## config.mk

```make
export PLATFORM = sky130hd
export DESIGN_NAME = iq_avg_snapshot_ctrl
export DESIGN_NICKNAME = d
export VERILOG_FILES = /design/src/rtl/iq_avg_snap_pkg.sv /design/src/rtl/iq_avg_snapshot_ctrl_rise_edge_det.sv /design/src/rtl/iq_avg_snapshot_ctrl.sv
export SDC_FILE = /design/constraint.sdc
export NUM_CORES = 1
export LEC_CHECK = 0
export CAP_MARGIN = 20
export CORE_ASPECT_RATIO = 0.6
export CORE_MARGIN = 5
export CORE_UTILIZATION = 43
export CTS_BUF_LIST = sky130_fd_sc_hd__clkbuf_4
export CTS_CLUSTER_DIAMETER = 150
export DETAILED_ROUTE_END_ITERATION = 16
export PLACE_DENSITY = 0.88
export SYNTH_ARGS = -nofsm -noshare
export SYNTH_HDL_FRONTEND = slang
export SYNTH_SLANG_ARGS = --single-unit
```

## constraint.sdc

```tcl
create_clock -name user_clk -period 5.35 [get_ports user_clk]
set_input_delay 1.07 -clock user_clk [delete_from_list [all_inputs] [get_ports user_clk]]
set_output_delay 1.07 -clock user_clk [all_outputs]
set_load 0.01 [all_outputs]
```

## src/rtl/iq_avg_snap_pkg.sv

```systemverilog
// Shared types and bit positions for the IQ-average snapshot capture path.
// Imported by the capture controller and anything decoding its status word.
package iq_avg_snap_pkg;

    typedef enum logic [1:0] {
        ST_IDLE    = 2'd0,
        ST_ARMED   = 2'd1,
        ST_CAPTURE = 2'd2,
        ST_DONE    = 2'd3
    } snap_state_t;

    localparam int DONE_BIT = 31;
    localparam int BUSY_BIT = 30;
    localparam int MISS_BIT = 29;

    localparam int ARM_BIT    = 0;
    localparam int TRIGEN_BIT = 1;
    localparam int ABORT_BIT  = 2;

    function automatic logic is_busy(input snap_state_t s);
        return (s == ST_ARMED) || (s == ST_CAPTURE);
    endfunction

endpackage

```

## src/rtl/iq_avg_snapshot_ctrl_rise_edge_det.sv

```systemverilog
// 1-bit registered rising-edge detector.
// The history flop loads the live input during reset so a held level is not an edge.
module rise_edge_det (
    input  logic clk,
    input  logic rst,
    input  logic d,
    output logic rise
);

    logic prev_q;

    // track the previous input value; reset preloads it with the current input
    always_ff @(posedge clk) begin
        if (rst) begin
            prev_q <= d;
        end else begin
            prev_q <= d;
        end
    end

    assign rise = d & ~prev_q;

endmodule

```

## src/rtl/iq_avg_snapshot_ctrl.sv

```systemverilog
// Snapshot capture controller: arm/trigger, then a fixed-length burst of
// averaged I/Q words into the snapshot BRAM, with a software status word.
module iq_avg_snapshot_ctrl
    import iq_avg_snap_pkg::*;
#(
    parameter int ADDR_W = 10,
    parameter int DATA_W = 64
) (
    input  logic              user_clk,
    input  logic              user_rst,
    input  logic [31:0]       ctrl,
    input  logic              trig,
    input  logic              din_valid,
    input  logic [DATA_W-1:0] din,
    output logic [ADDR_W-1:0] bram_addr,
    output logic [DATA_W-1:0] bram_data,
    output logic              bram_we,
    output logic [31:0]       status
);

    localparam logic [ADDR_W:0] LAST_IDX = {1'b0, {ADDR_W{1'b1}}};

    snap_state_t state_q;
    snap_state_t state_d;

    logic [ADDR_W:0] count_q;
    logic            done_q;
    logic            miss_q;

    logic arm_edge;
    logic abort;
    logic trig_en;
    logic start;

    logic accept;
    logic arm_clr;
    logic set_done;
    logic set_miss;

    assign abort   = ctrl[ABORT_BIT];
    assign trig_en = ctrl[TRIGEN_BIT];
    assign start   = trig | ~trig_en;

    rise_edge_det u_arm_edge (
        .clk  (user_clk),
        .rst  (user_rst),
        .d    (ctrl[ARM_BIT]),
        .rise (arm_edge)
    );

    // state register
    always_ff @(posedge user_clk) begin
        if (user_rst) begin
            state_q <= ST_IDLE;
        end else begin
            state_q <= state_d;
        end
    end

    // next state, sample acceptance and sticky-flag strobes; abort wins over all
    always_comb begin
        state_d  = state_q;
        accept   = 1'b0;
        arm_clr  = 1'b0;
        set_done = 1'b0;
        set_miss = 1'b0;
        unique case (state_q)
            ST_IDLE, ST_DONE: begin
                if (arm_edge) begin
                    state_d = ST_ARMED;
                    arm_clr = 1'b1;
                end
            end
            ST_ARMED: begin
                if (start) begin
                    state_d = ST_CAPTURE;
                    accept  = din_valid;
                end
            end
            ST_CAPTURE: begin
                accept   = din_valid;
                set_miss = trig;
                if (din_valid && (count_q == LAST_IDX)) begin
                    state_d  = ST_DONE;
                    set_done = 1'b1;
                end
            end
            default: begin
                state_d = ST_IDLE;
            end
        endcase
        if (abort) begin
            state_d  = ST_IDLE;
            accept   = 1'b0;
            arm_clr  = 1'b0;
            set_done = 1'b0;
            set_miss = 1'b0;
        end
    end

    // word counter: cleared by a new arm, stepped by every accepted sample
    always_ff @(posedge user_clk) begin
        if (user_rst) begin
            count_q <= '0;
        end else if (arm_clr) begin
            count_q <= '0;
        end else if (accept) begin
            count_q <= count_q + 1'b1;
        end
    end

    // done and trig_missed flags, both cleared only by a new arm
    always_ff @(posedge user_clk) begin
        if (user_rst) begin
            done_q <= 1'b0;
            miss_q <= 1'b0;
        end else begin
            if (arm_clr) begin
                done_q <= 1'b0;
            end else if (set_done) begin
                done_q <= 1'b1;
            end
            if (arm_clr) begin
                miss_q <= 1'b0;
            end else if (set_miss) begin
                miss_q <= 1'b1;
            end
        end
    end

    // one-cycle registered BRAM write port; address is the pre-increment count
    always_ff @(posedge user_clk) begin
        if (user_rst) begin
            bram_we   <= 1'b0;
            bram_addr <= '0;
            bram_data <= '0;
        end else begin
            bram_we <= accept;
            if (accept) begin
                bram_addr <= count_q[ADDR_W-1:0];
                bram_data <= din;
            end
        end
    end

    // status word assembled purely from flops, so it tracks the post-update state
    always_comb begin
        status              = '0;
        status[ADDR_W:0]    = count_q;
        status[DONE_BIT]    = done_q;
        status[BUSY_BIT]    = is_busy(state_q);
        status[MISS_BIT]    = miss_q;
    end

endmodule
```

==> flow_summary.json <==
{
  "muxShareOfSynthArea_pct": 1.055,
  "cts_tree": "done",
  "io_buffers": 159,
  "htree_levels": 3,
  "leakagePower_nw": 1.777,
  "yosys-top-cells-count": "91 x dfxtp_1, 86 x a21oi_1, 77 x nand3_1, 77 x o21ai_0, 39 x clkbuf_1",
  "dp_slack_ns": 1.756,
  "hold_path.class": "reg -> reg",
  "timing.hold.ws_ns": 0.4860,
  "worstSetupEndpoint": "count_q[3]$_SDFFE_PP0P_",
  "switchingPower_mw": 0.3411,
  "drive_above_1_share_pct": 5.396,
  "crit_arrival_ns": 3.53,
  "power.internal_mw": 0.9428,
  "dpl.cell_count": 689,
  "drc_errors": 0,
  "track_usage_pct": 20.53,
  "core_um2": 8556,
  "p_total_mw": 1.284,
  "synthAdderAreaFrac_pct": 1.319,
  "synth_top_cells_by_area": "dfxtp_1 48%, a21oi_1 11%, nand3_1 10%, o21ai_0 10%, buf_4 4.0%",
  "gp_congestion": 0.8108,
  "finalSetupTns_ns": 0,
  "hpwlAfterDp_um": 8059,
  "avgSynthCellArea_um2": 8.232,
  "finalSetupViolations": 0,
  "required_ns": 5.74,
  "synthArstFlopShare_pct": 0,
  "maxSlewViolCount": 0,
  "grt_pass1_wl_um": 18110,
  "post_cts_buffers": 0,
  "start_util_pct": 44.36,
  "via_count": 3872,
  "ant_nets": 0,
  "post-route-util_pct": 64.14,
  "synth_top_family_by_area": "compound AO/OA/AOI/OAI gates",
  "clock_skew_ns": 0.01303,
  "nNetsFinal": 692,
  "netlist_area_um2": 3795,
  "timing.final.ws_setup_ns": 2.210,
  "seqPwrFrac_pct": 53.4,
  "fp.dieH_um": 82.77,
  "first_pass_iters": 5,
  "synthSimpleGateAreaFrac_pct": 16.88,
  "power_frac_comb_pct": 13.0,
  "dpl_cell_area_um2": 5321,
  "cts_buffers": 9,
  "rsz0062_at_grt": "no",
  "sw_frac_of_total_pct": 26.57,
  "period_minus_slack_ns": 3.140,
  "rrSetupSlack_ns": 2.68,
  "synth_edf_count": 0,
  "via_per_inst": 5.492,
  "final_cells": 705,
  "synth_xor_area_share_pct": 0,
  "path_max_fanout": 54,
  "design_area_um2": 5488,
  "whs_path_depth": 2,
  "cts_num_sinks": 91,
  "status": "complete, no violations",
  "clockPowerShare_pct": 33.7,
  "synth_area_leader_cell": "dfxtp_1",
  "syn_to_final_growth_pct": 44.61,
  "synth.most_common_cell": "dfxtp_1",
  "rows": 26,
  "die_w_um": 131.3,
  "startpoint": "ctrl[2]",
  "clkTransAtPathRegs_ns": 0.15,
  "reg2reg_to": "count_q[3]$_SDFFE_PP0P_",
  "netlist_instances": 461,
  "worstMarginPinSlew_ns": 1.032,
  "num-fill-cells": 721,
  "diodes": 0,
  "drt_iter0_markers": 326,
  "cts.path.max_buffers": 2,
  "cts-resized-gates": 0,
  "worstReg2RegStart": "state_q[0]$_SDFFE_PP0P_",
  "cp-end-kind": "flip-flop",
  "p_per_area_nw_per_um2": 234.0,
  "synth_top_flop_cell": "dfxtp_1",
  "cp-start-kind": "input pin",
  "hold_violations": 0,
  "insertion_delay_ns": 0.44,
  "ys_warn_count": 0,
  "first_global_vias": 3556,
  "relSlewSlack_pct": 31.07,
  "synth_compound_area_share_pct": 23.61,
  "cap_violations": 0,
  "crit_type": "in -> reg",
  "ctsHoldBuffers": 0,
  "period_share_pct": 58.69,
  "wire_per_inst_um": 16.71,
  "antenna_found_initial": 0,
  "synth_cell_types": 33,
  "ir_worst_vdd_uv": 145.1,
  "synth-seq-area-share_pct": 48.01,
  "yosysTopAreaCellShare_pct": 48.01,
  "die_area_um2": 10870,
  "synth-seq-cells": 91,
  "grt_max_degree": 72,
  "wl_um": 11780,
  "clockRootBuffer": "clkbuf_4",
  "pin_count": 207,
  "reg2reg_depth": 7,
  "grt_overflow_total": 0,
  "fmax_mhz": 318.5
}
-- final cells by class --
class,count,area [µm²],area share (%)
clock buffers,9,67.56,1.231
inverters,5,18.77,0.3420
clock inverters,7,98.84,1.801
multi-input cells,317,1717,31.28
flip-flops and latches,91,1822,33.20
repair buffers,164,1624,29.59
well taps,112,140.1,2.554
-- power groups by stage --
stage | logic [mW] | clock network, mW | registers (mW)
finish | 0.167 | 0.432 | 0.685
global route | 0.179 | 0.478 | 0.686
CTS | 0.166 | 0.447 | 0.685
detailed placement | 0.165 | 0 | 0.700
global placement | 0.160 | 0 | 0.699
floorplan | 0.0911 | 0 | 0.701
-- state kept, by name, summed over array words and instances, names as in the netlist --
signal and cells:
miss_q 1, count_q 11, bram_data 64, done_q 1
state_q 2, u_arm_edge.prev_q 1, bram_we 1, bram_addr 10
-- per-layer routing --
metal / track usage, % / routed length [µm]
met2: 32.39 / 5416
met4: 5.133 / 123
met3: 8.193 / 1111
met1: 26.63 / 5132
met5: 0 / 0
-- worst min path at each step --
stage / endpoint / start
after floorplan: done_q$_SDFFE_PP0P_ / done_q$_SDFFE_PP0P_
after global placement: miss_q$_SDFFE_PP0P_ / miss_q$_SDFFE_PP0P_
after detailed placement: bram_data[43]$_SDFFE_PP0P_ / bram_data[43]$_SDFFE_PP0P_
after CTS: bram_data[43]$_SDFFE_PP0P_ / bram_data[43]$_SDFFE_PP0P_
after global routing: bram_data[44]$_SDFFE_PP0P_ / bram_data[44]$_SDFFE_PP0P_
final: bram_data[52]$_SDFFE_PP0P_ / bram_data[52]$_SDFFE_PP0P_
-- cell families after synthesis --
group,after synthesis
AND/OR/NAND/NOR,119
other,1
multiplexers,4
AO/OA/AOI/OAI,172
buffers and inverters,70
flip-flops,91
adder cells (fa/ha/maj),4
-- critical path, cell delays in order --
cell             delay, ns
clkdlybuf4s50_1       0.48
nand2b_1              0.24
nand2b_2              0.62
buf_4                 0.45
or4_1                 0.50
a21oi_1               0.14
-- placed cells by master, fill, tap and decap left out, types with 3 or more instances in the layout --
cell and instances:
a21oi_1 85, buf_4 5, clkbuf_4 9, clkdlybuf4s50_1 158
conb_1 18, dfxtp_1 91, ha_1 4, inv_1 5
mux2i_1 4, nand2_1 8, nand2b_1 3, nand3_1 77
nor2_1 3, o21ai_0 77, o31ai_1 4, or3_1 6
or4_1 6
No activity file was read; power rests on OpenSTA's default activity.
